===== config.mk =====
export PLATFORM = sky130hd
export DESIGN_NAME = mext_issue_ctrl_flat
export DESIGN_NICKNAME = d
export VERILOG_FILES = /design/src/rtl/mext_pkg.sv /design/src/rtl/mext_issue_ctrl_if.sv /design/src/rtl/mext_result_fmt.sv /design/src/rtl/mext_issue_ctrl.sv /design/src/flat_wrapper.sv
export SDC_FILE = /design/constraint.sdc
export NUM_CORES = 1
export LEC_CHECK = 0
export BUFFER_PORTS_ARGS = -buffer_cell sky130_fd_sc_hd__buf_4
export CORE_ASPECT_RATIO = 0.8
export CORE_MARGIN = 5
export CORE_UTILIZATION = 57
export CTS_CLUSTER_SIZE = 20
export DETAILED_ROUTE_END_ITERATION = 8
export GPL_TIMING_DRIVEN = 0
export PLACE_DENSITY_LB_ADDON = 0.1
export SETUP_SLACK_MARGIN = 0.02
export SYNTH_ARGS = -nofsm -noshare
export SYNTH_HDL_FRONTEND = slang
export SYNTH_SLANG_ARGS = --single-unit

===== constraint.sdc =====
create_clock -name CLK -period 3.8 [get_ports CLK]
set_input_delay 0.38 -clock CLK [delete_from_list [all_inputs] [get_ports CLK]]
set_output_delay 0.38 -clock CLK [all_outputs]
set_load 0.02 [all_outputs]

===== src/rtl/mext_pkg.sv =====
// Shared encodings for the RV32M issue controller: funct3 codes, mul/div unit ops, FSM states.
package mext_pkg;

  localparam logic [2:0] F3_MUL    = 3'b000;
  localparam logic [2:0] F3_MULH   = 3'b001;
  localparam logic [2:0] F3_MULHSU = 3'b010;
  localparam logic [2:0] F3_MULHU  = 3'b011;
  localparam logic [2:0] F3_DIV    = 3'b100;
  localparam logic [2:0] F3_DIVU   = 3'b101;
  localparam logic [2:0] F3_REM    = 3'b110;
  localparam logic [2:0] F3_REMU   = 3'b111;

  localparam logic [1:0] OP_MUL_S = 2'b00;
  localparam logic [1:0] OP_MUL_U = 2'b01;
  localparam logic [1:0] OP_DIV_S = 2'b10;
  localparam logic [1:0] OP_DIV_U = 2'b11;

  localparam logic [2:0] ST_IDLE  = 3'd0;
  localparam logic [2:0] ST_ISSUE = 3'd1;
  localparam logic [2:0] ST_WAIT  = 3'd2;
  localparam logic [2:0] ST_RESP  = 3'd3;
  localparam logic [2:0] ST_DRAIN = 3'd4;

  // MULHSU runs as an unsigned multiply and is corrected afterwards.
  function automatic logic [1:0] f3_to_op(input logic [2:0] f3);
    return f3[2] ? {1'b1, f3[0]} : {1'b0, f3[1]};
  endfunction

endpackage


===== src/rtl/mext_issue_ctrl_if.sv =====
// Pipeline-side request/response and mul/div unit signals of the M-extension issue controller.
interface mext_issue_ctrl_if #(
  parameter int WIDTH = 32
);
  logic             req_valid;
  logic [2:0]       funct3;
  logic [WIDTH-1:0] rs1_val;
  logic [WIDTH-1:0] rs2_val;
  logic             flush;
  logic             stall;
  logic             result_valid;
  logic [WIDTH-1:0] result;
  logic             mc_reset;
  logic             mc_start;
  logic [1:0]       mc_op;
  logic [WIDTH-1:0] mc_operand1;
  logic [WIDTH-1:0] mc_operand2;
  logic [WIDTH-1:0] mc_result1;
  logic [WIDTH-1:0] mc_result2;
  logic             mc_busy;

  modport slave (
    input  req_valid, funct3, rs1_val, rs2_val, flush, mc_result1, mc_result2, mc_busy,
    output stall, result_valid, result, mc_reset, mc_start, mc_op, mc_operand1, mc_operand2
  );

  modport master (
    output req_valid, funct3, rs1_val, rs2_val, flush, mc_result1, mc_result2, mc_busy,
    input  stall, result_valid, result, mc_reset, mc_start, mc_op, mc_operand1, mc_operand2
  );
endinterface


===== src/rtl/mext_result_fmt.sv =====
// Picks the rd word out of the raw unit outputs; MULHSU high word is fixed up modulo 2^WIDTH.
module mext_result_fmt
  import mext_pkg::*;
#(
  parameter int WIDTH = 32
) (
  input  logic [2:0]       funct3_i,
  input  logic [WIDTH-1:0] raw1_i,
  input  logic [WIDTH-1:0] raw2_i,
  input  logic [WIDTH-1:0] a_i,
  input  logic [WIDTH-1:0] b_i,
  output logic [WIDTH-1:0] result_o
);

  always_comb begin
    result_o = raw2_i;
    case (funct3_i)
      F3_MUL, F3_DIV, F3_DIVU: result_o = raw1_i;
      F3_MULHSU:               result_o = raw2_i - (a_i[WIDTH-1] ? b_i : '0);
      default:                 result_o = raw2_i;
    endcase
  end

endmodule


===== src/rtl/mext_issue_ctrl.sv =====
// EX-stage launcher for the multi-cycle mul/div unit: stalls until the result returns,
// short-circuits div-by-zero / signed overflow and reuses the last computed raw words.
module mext_issue_ctrl
  import mext_pkg::*;
#(
  parameter int WIDTH        = 32,
  parameter bit ENABLE_CACHE = 1'b1
) (
  input logic CLK,
  input logic RESET,
  mext_issue_ctrl_if.slave io
);

  localparam logic [WIDTH-1:0] MIN_VAL = {1'b1, {(WIDTH-1){1'b0}}};

  logic [2:0]       state_q, state_d;
  logic [WIDTH-1:0] a_q, a_d, b_q, b_d;
  logic [2:0]       f3_q, f3_d;
  logic [1:0]       op_q, op_d;
  logic [WIDTH-1:0] raw1_q, raw1_d, raw2_q, raw2_d;
  logic             cvld_q, cvld_d;
  logic [WIDTH-1:0] key_a_q, key_a_d, key_b_q, key_b_d;
  logic [1:0]       key_op_q, key_op_d;
  logic [WIDTH-1:0] c1_q, c1_d, c2_q, c2_d;

  logic [1:0]       req_op;
  logic             byp_zero, byp_ovf, hit;
  logic [WIDTH-1:0] fmt_res;

  assign req_op   = f3_to_op(io.funct3);
  assign byp_zero = io.funct3[2] && (io.rs2_val == '0);
  assign byp_ovf  = (req_op == OP_DIV_S) && (io.rs1_val == MIN_VAL) && (io.rs2_val == '1);
  // Key holds the unit op, not funct3, so e.g. DIV/REM share one computation.
  assign hit      = ENABLE_CACHE && cvld_q && (key_a_q == io.rs1_val) &&
                    (key_b_q == io.rs2_val) && (key_op_q == req_op);

  always_comb begin
    state_d  = state_q;
    a_d      = a_q;
    b_d      = b_q;
    f3_d     = f3_q;
    op_d     = op_q;
    raw1_d   = raw1_q;
    raw2_d   = raw2_q;
    cvld_d   = cvld_q;
    key_a_d  = key_a_q;
    key_b_d  = key_b_q;
    key_op_d = key_op_q;
    c1_d     = c1_q;
    c2_d     = c2_q;
    case (state_q)
      ST_IDLE: begin
        if (io.req_valid && !io.flush) begin
          a_d  = io.rs1_val;
          b_d  = io.rs2_val;
          f3_d = io.funct3;
          op_d = req_op;
          if (byp_zero) begin
            raw1_d  = '1;
            raw2_d  = io.rs1_val;
            state_d = ST_RESP;
          end else if (byp_ovf) begin
            raw1_d  = MIN_VAL;
            raw2_d  = '0;
            state_d = ST_RESP;
          end else if (hit) begin
            raw1_d  = c1_q;
            raw2_d  = c2_q;
            state_d = ST_RESP;
          end else begin
            state_d = ST_ISSUE;
          end
        end
      end
      ST_ISSUE: state_d = io.flush ? ST_DRAIN : ST_WAIT;
      ST_WAIT: begin
        if (io.flush) begin
          state_d = io.mc_busy ? ST_DRAIN : ST_IDLE;
        end else if (!io.mc_busy) begin
          raw1_d   = io.mc_result1;
          raw2_d   = io.mc_result2;
          key_a_d  = a_q;
          key_b_d  = b_q;
          key_op_d = op_q;
          c1_d     = io.mc_result1;
          c2_d     = io.mc_result2;
          cvld_d   = 1'b1;
          state_d  = ST_RESP;
        end
      end
      ST_RESP: state_d = ST_IDLE;
      ST_DRAIN: begin
        if (!io.mc_busy) begin
          cvld_d  = 1'b0;
          state_d = ST_IDLE;
        end
      end
      default: state_d = ST_IDLE;
    endcase
  end

  always_ff @(posedge CLK) begin
    if (!RESET) begin
      state_q  <= ST_IDLE;
      a_q      <= '0;
      b_q      <= '0;
      f3_q     <= '0;
      op_q     <= '0;
      raw1_q   <= '0;
      raw2_q   <= '0;
      cvld_q   <= 1'b0;
      key_a_q  <= '0;
      key_b_q  <= '0;
      key_op_q <= '0;
      c1_q     <= '0;
      c2_q     <= '0;
    end else begin
      state_q  <= state_d;
      a_q      <= a_d;
      b_q      <= b_d;
      f3_q     <= f3_d;
      op_q     <= op_d;
      raw1_q   <= raw1_d;
      raw2_q   <= raw2_d;
      cvld_q   <= cvld_d;
      key_a_q  <= key_a_d;
      key_b_q  <= key_b_d;
      key_op_q <= key_op_d;
      c1_q     <= c1_d;
      c2_q     <= c2_d;
    end
  end

  mext_result_fmt #(.WIDTH(WIDTH)) u_fmt (
    .funct3_i (f3_q),
    .raw1_i   (raw1_q),
    .raw2_i   (raw2_q),
    .a_i      (a_q),
    .b_i      (b_q),
    .result_o (fmt_res)
  );

  assign io.stall        = io.req_valid && (((state_q != ST_RESP) && !io.flush) || (state_q == ST_DRAIN));
  assign io.result_valid = (state_q == ST_RESP) && !io.flush;
  assign io.result       = (state_q == ST_RESP) ? fmt_res : '0;
  assign io.mc_reset     = ~RESET;
  assign io.mc_start     = (state_q == ST_ISSUE);
  assign io.mc_op        = op_q;
  assign io.mc_operand1  = a_q;
  assign io.mc_operand2  = b_q;

endmodule

===== src/flat_wrapper.sv =====
// flat-port wrapper written by rule: the top's interface ports become plain ports
module mext_issue_ctrl_flat import mext_pkg::*;
#(
  parameter int WIDTH        = 32,
  parameter bit ENABLE_CACHE = 1'b1
)
  (CLK, RESET, io_req_valid, io_funct3, io_rs1_val, io_rs2_val, io_flush, io_mc_result1, io_mc_result2, io_mc_busy, io_stall, io_result_valid, io_result, io_mc_reset, io_mc_start, io_mc_op, io_mc_operand1, io_mc_operand2);
  mext_issue_ctrl_if #(.WIDTH(WIDTH)) io_i ();
  input logic CLK;
  input logic RESET;
  input wire logic [$bits(io_i.req_valid)-1:0] io_req_valid;
  input wire logic [$bits(io_i.funct3)-1:0] io_funct3;
  input wire logic [$bits(io_i.rs1_val)-1:0] io_rs1_val;
  input wire logic [$bits(io_i.rs2_val)-1:0] io_rs2_val;
  input wire logic [$bits(io_i.flush)-1:0] io_flush;
  input wire logic [$bits(io_i.mc_result1)-1:0] io_mc_result1;
  input wire logic [$bits(io_i.mc_result2)-1:0] io_mc_result2;
  input wire logic [$bits(io_i.mc_busy)-1:0] io_mc_busy;
  output wire logic [$bits(io_i.stall)-1:0] io_stall;
  output wire logic [$bits(io_i.result_valid)-1:0] io_result_valid;
  output wire logic [$bits(io_i.result)-1:0] io_result;
  output wire logic [$bits(io_i.mc_reset)-1:0] io_mc_reset;
  output wire logic [$bits(io_i.mc_start)-1:0] io_mc_start;
  output wire logic [$bits(io_i.mc_op)-1:0] io_mc_op;
  output wire logic [$bits(io_i.mc_operand1)-1:0] io_mc_operand1;
  output wire logic [$bits(io_i.mc_operand2)-1:0] io_mc_operand2;
  assign io_i.req_valid = io_req_valid;
  assign io_i.funct3 = io_funct3;
  assign io_i.rs1_val = io_rs1_val;
  assign io_i.rs2_val = io_rs2_val;
  assign io_i.flush = io_flush;
  assign io_i.mc_result1 = io_mc_result1;
  assign io_i.mc_result2 = io_mc_result2;
  assign io_i.mc_busy = io_mc_busy;
  assign io_stall = io_i.stall;
  assign io_result_valid = io_i.result_valid;
  assign io_result = io_i.result;
  assign io_mc_reset = io_i.mc_reset;
  assign io_mc_start = io_i.mc_start;
  assign io_mc_op = io_i.mc_op;
  assign io_mc_operand1 = io_i.mc_operand1;
  assign io_mc_operand2 = io_i.mc_operand2;
  mext_issue_ctrl #(.WIDTH(WIDTH), .ENABLE_CACHE(ENABLE_CACHE)) u_core (.CLK(CLK), .RESET(RESET), .io(io_i));
endmodule

==> Word level (Yosys, flattened, before mapping) <==
Cells that the tools add are included.
{ "op_classes": {"addsub": 1, "n_eq_ne": 20, "n_mux": 32, "bitwise_logic": 3, "n_reduce_logical": 23} }
{ "op_table": {"columns": ["operator", "count"], "rows": [
  ["32-bit 2-to-1 mux", 14],
  ["32-bit case mux with 2 select lines", 3],
  ["32-bit == test", 2],
  ["32-bit == test (second input constant)", 2],
  ["32-bit logical NOT", 1],
  ["32-bit subtractor", 1],
  ["3-bit 2-to-1 mux", 8],
  ["3-bit case mux with 4 select lines", 1],
  ["1-bit logical AND", 10],
  ["3-bit by 2-bit == test with 1-bit output (second input constant)", 3],
  ["3-bit == test (second input constant)", 3],
  ["3-bit logical NOT", 2],
  ["2-bit != test (second input constant)", 3],
  ["3-bit AND reduction", 2],
  ["5-bit AND reduction", 1],
  ["2-bit 2-to-1 mux", 2],
  ["4-bit by 1-bit != test with 1-bit output (second input constant)", 1],
  ["4-bit AND reduction", 1],
  ["2-bit nonzero test", 2],
  ["3-bit by 1-bit == test with 1-bit output (second input constant)", 1],
  ["1-bit 2-to-1 mux", 3],
  ["3-bit by 2-bit != test with 1-bit output (second input constant)", 1],
  ["3-bit != test (second input constant)", 1],
  ["1-bit NOT", 3],
  ["8 further kinds", 8]
]} }
{ "word_totals": {"regBits": 267, "inputBits": 136, "out_inout_bits": 102, "wordCells": 92} }

==> Logic depth before layout (Yosys ltp) <==
{ "logic_depth": {"depth_word": 9, "mapped_depth": 14, "depth_no_buf": 12} }

==> By module <==
Synthesis repeated with hierarchy kept, for this count alone.
{ "hier_totals": {"cells_unflattened": 1983, "hier_area_um2": 14699.1} }
{ "modules_own_cells": {"columns": ["mod", "instances", "cells_per_inst", "area_per_inst_um2", "seq_area_each_um2"], "rows": [
  ["mext_issue_ctrl", 1, 1542, 11925.2, 5325.1],
  ["mext_result_fmt", 1, 441, 2773.9, 0.0]
]} }

==> Worst setup path after synthesis <==
Ideal clock, no wire load.
{ "synth_path": {"kind": "reg-to-output", "start": "register u_core.a_q[31] (netlist: u_core.io.mc_operand1[31])", "end": "output port io_result[31]", "t_arrival_ns": 3.491, "t_required_ns": 3.420, "setup_slack_ns": -0.071, "stages_incl_launch_ff": 14, "path_buffers": 2, "cell_sequence": "dfxtp_1 > clkbuf_1 > clkbuf_1 > nand2_1 > ha_1 > o21ai_1 > a21oi_1 > o41ai_2 > o221ai_1 > a21oi_1 > o21ai_1 > o2111ai_1 > a21oi_1 > o31ai_1"} }
{ "synth_via": {"elab_chain_len": 4} }
{ "synth_rtl": {"columns": ["element", "line_no", "text"], "rows": [
  ["start, declared", "mext_issue_ctrl.sv:17", "logic [WIDTH-1:0] a_q, a_d, b_q, b_d;"],
  ["start signal, assigned", "mext_issue_ctrl.sv:105", "a_q <= '0;"],
  ["start signal, assigned", "mext_issue_ctrl.sv:119", "a_q <= a_d;"],
  ["32-bit 2-to-1 mux", "mext_result_fmt.sv:19", "F3_MULHSU: result_o = raw2_i - (a_i[WIDTH-1] ? b_i : '0);"],
  ["32-bit subtractor", "mext_result_fmt.sv:19", null],
  ["32-bit case mux with 2 select lines", "mext_result_fmt.sv:17", "case (funct3_i)"],
  ["32-bit 2-to-1 mux", "mext_issue_ctrl.sv:145", "assign io.result = (state_q == ST_RESP) ? fmt_res : '0;"],
  ["end, declared", "flat_wrapper.sv:21", "output wire logic [$bits(io_i.result)-1:0] io_result;"]
]} }
Every way passes these cells.

==> Worst setup path in the final report <==
Ends and elaborated chain as after synthesis.

==> flow_summary.toml <==
[floorplan]
start_util_pct = 57.5
die-width_um = 185
rows = 51
coreArea_sq_um = 24200
ios = 238
die_y_um = 150
die_area_sq_um = 27600

[cells_and_area]
num-fill-cells = 1927
final_cell_area_sq_um = 17800
area_growth_pct = 28.0
drive_gt1_share_pct = 19.3
final_nets = 2303
antenna_cells = 0

[clock_tree]
cts_buffers = 28
cts.path.max_buffers = 3
cts_root_buf = "clkbuf_16"
cts-hold-fix-buffers = 0
clk-insertion-delay-late_ns = 0.58
cts.sinks = 266
clkTransAtPathRegs_ns = 0.07
cts_tree = "done"
h-tree-depth = 1

[logic_synthesis]
postSynthNetCount = 2017
synth_edf_count = 0
async_flop_share_pct = 0
netlist_top_cells_area = "dfxtp_1 (38%), nand2_1 (13%), a21oi_1 (11%), nand3_1 (3.9%), ha_1 (3.5%)"
yosysTopAreaCell = "dfxtp_1"
avgSynthCellArea_sq_um = 7.55
ys_seq_area_share_pct = 38.3
synth_top_area_share_pct = 38.3
ys.warnings.count = 0
ys_ff_latch = 266
synth.distinct_cells = 60
syn_inst = 1841
synth_ff_type = "dfxtp_1"
synth.cell_area_sq_um = 13900

[worst_setup_path]
start_kind = "flop"
slowest_stage = "o41ai_4"
max_stage_delay_ns = 0.43
cp_top_family = "compound AO/OA/AOI/OAI gates"
path_class = "flop to output pin"
path_cells = "buf_8, clkbuf_16, nand2_4, ha_4, o21ai_2, a21oi_2, o41ai_4, o221ai_4, a21oi_4, buf_6, o21ai_4, o2111ai_4, a21oi_2, o31ai_2, buf_4"
r2r_slack_ns = 0.09
crit_fanout = 7
cp.arrival_ns = 3.69
critPathBufInv = 4
end_kind = "output pin"
cpMostUsedCell = "a21oi_2"
crit_required_ns = 3.42

[pwr]
power.leakage_nw = 6.64
ir_drop_v = 0.000371
p_per_area_nw_per_um2 = 372
power_mw = 6.61

[place]
dpl.hpwl_um = 44100
io_buffers = 236
finalWeightedCongestion = 0.988
place_ws_ns = -0.969
placed_area_sq_um = 16100

[drt]
first_iter_violations = 2483
wl_per_cell_um = 23.5
ant_nets = 0
firstDrtPassIters = 8
via_per_inst = 6.42
drc_errors = 0
num_vias = 15800
routed_wl_um = 57900

[grt]
grt_use_total_pct = 39.6
gr-total-overflow = 0
grt_pass1_wl_um = 84700
grt_pass1_vias = 14500
grt_antenna_before_repair = 0
grt_max_degree = 16

[flow_run]
cap_violations = 0

[sta]
rsz0062_at_grt = "yes"
max_slew_margin_pct = 15.2
setup_slack_ns = -0.273
max_freq_ghz = 0.246
finalSetupViolations = 15
fin_setup_tns_ns = -1.78
layout_min_cycle_time_ns = 4.07
report.final.slew_viol_count = 0
tightest_slew_ns = 1.27
finalHoldViolations = 0
fin_skew_ns = 0.0280
fin_crit_sh_pct = 107

[outcome]
violations = "negative setup slack"
status = "complete, but fails checks"

[worst_hold_path]
hp-class = "primary input to flop"
==> placed cells by master (no fill, tap or decap), types with 30 or more instances in the layout <==
cell	count
xnor2_1	52
clkbuf_1	124
dfxtp_1	265
o31ai_1	33
nor2_1	70
a21oi_1	285
nand3_1	106
a211oi_1	36
buf_4	254
clkbuf_16	30
nand2_1	475
==> metal layers <==
metal | up-vias | global-route usage [%] | part of all wire [%]
met5 | - | 0 | 0
met4 | 0 | 13.6 | 3.9
met3 | 165 | 10.2 | 15
met2 | 1178 | 57.2 | 41
met1 | 7440 | 57.3 | 40
li1 | 7059 | - | -
==> report_power, final <==
| group | switching (mW) | internal (mW) | leakage [nW] |
|---|---|---|---|
| Sequential | 0.0494 | 2.83 | 2.15 |
| Combinational | 0.503 | 0.323 | 4.01 |
| Clock | 1.24 | 1.67 | 0.477 |
| Total | 1.79 | 4.82 | 6.64 |
==> registers in the layout, summed over array words and instances, names as in the netlist, 3 cells and up <==
| signal | cells |
|---|---|
| u_core.c1_q | 32 |
| u_core.c2_q | 32 |
| u_core.io.mc_operand1 | 32 |
| u_core.io.mc_operand2 | 32 |
| u_core.key_a_q | 32 |
| u_core.key_b_q | 32 |
| u_core.raw1_q | 32 |
| u_core.raw2_q | 32 |
| u_core.state_q | 3 |
==> tightest hold or removal path, delay by kind of cell <==
kind                   cells  cell delay, ns
AO/OA/AOI/OAI              1            0.05
AND/OR/NAND/NOR            1            0.05
buffers and inverters      1            0.11
==> timing repair <==
action / in CTS / in global routing
buffers inserted: 13 / 7
pin swaps: 28 / 34
cloned: 1 / 1
resized for setup: 59 / 43
setup endpoints to repair: 27 / 22
==> cell usage after synthesis, types with 18 or more instances <==
master	n
o41ai_2	24
xnor2_1	53
clkbuf_1	128
dfxtp_1	266
a211oi_1	36
o22ai_1	18
nor4_1	21
nor2_1	71
nand3_1	107
nand2_1	483
inv_1	27
o31ai_1	35
xor2_1	27
ha_1	39
nand4_1	21
a21oi_1	295
a21o_1	18
==> cells by family (layout without fill, tap and decap cells) <==
logic type | Yosys count | after routing | share of synthesized area [%]
AND/OR/NAND/NOR | 753 | 753 | 23.2
AO/OA/AOI/OAI | 520 | 520 | 24.4
flip-flops | 266 | 266 | 38.3
buffers and inverters | 177 | 484 | 5.03
XOR/XNOR | 80 | 80 | 5.04
adder cells (fa/ha/maj) | 40 | 40 | 3.66
multiplexers | 5 | 5 | 0.369
==> area by class of cell <==
| type | instances | area [sq um] | area share, % |
|---|---|---|---|
| plain buffers | 147 | 638 | 3.59 |
| clock buffers | 36 | 781 | 4.39 |
| clock inverters | 15 | 195 | 1.10 |
| inverters | 27 | 101 | 0.570 |
| multi-input cells | 1398 | 8350 | 46.9 |
| flip-flops and latches | 266 | 5330 | 30.0 |
| well taps | 318 | 398 | 2.24 |
| repair buffers | 259 | 2000 | 11.2 |
==> final timing paths <==
path | end | startpoint | cells past startpoint
hold reg to reg | u_core.c1_q[30] | u_core.c1_q[30] | 2
setup / recovery | io_result[31] | u_core.io.mc_operand1[31] | 15
hold / removal | u_core.c2_q[7] | io_mc_result2[7] | 3
setup reg to reg | u_core.c2_q[19] | u_core.state_q[1] | 7
==> through the flow <==
| stage | hold WS, ns | utilization (%) | cells |
|---|---|---|---|
| 6_report | 0.0552 | 73.5 | 2466 |
| 5_1_grt | 0.0672 | 73.5 | 2466 |
| 4_1_cts | 0.0480 | 72.1 | 2459 |
| 3_5_place_dp | 0.447 | 66.5 | 2396 |
| 3_3_place_gp | 0.438 | 66.5 | 2395 |
| 2_1_floorplan | 0.431 | - | 1841 |
(Power assumes the default switching activity.)
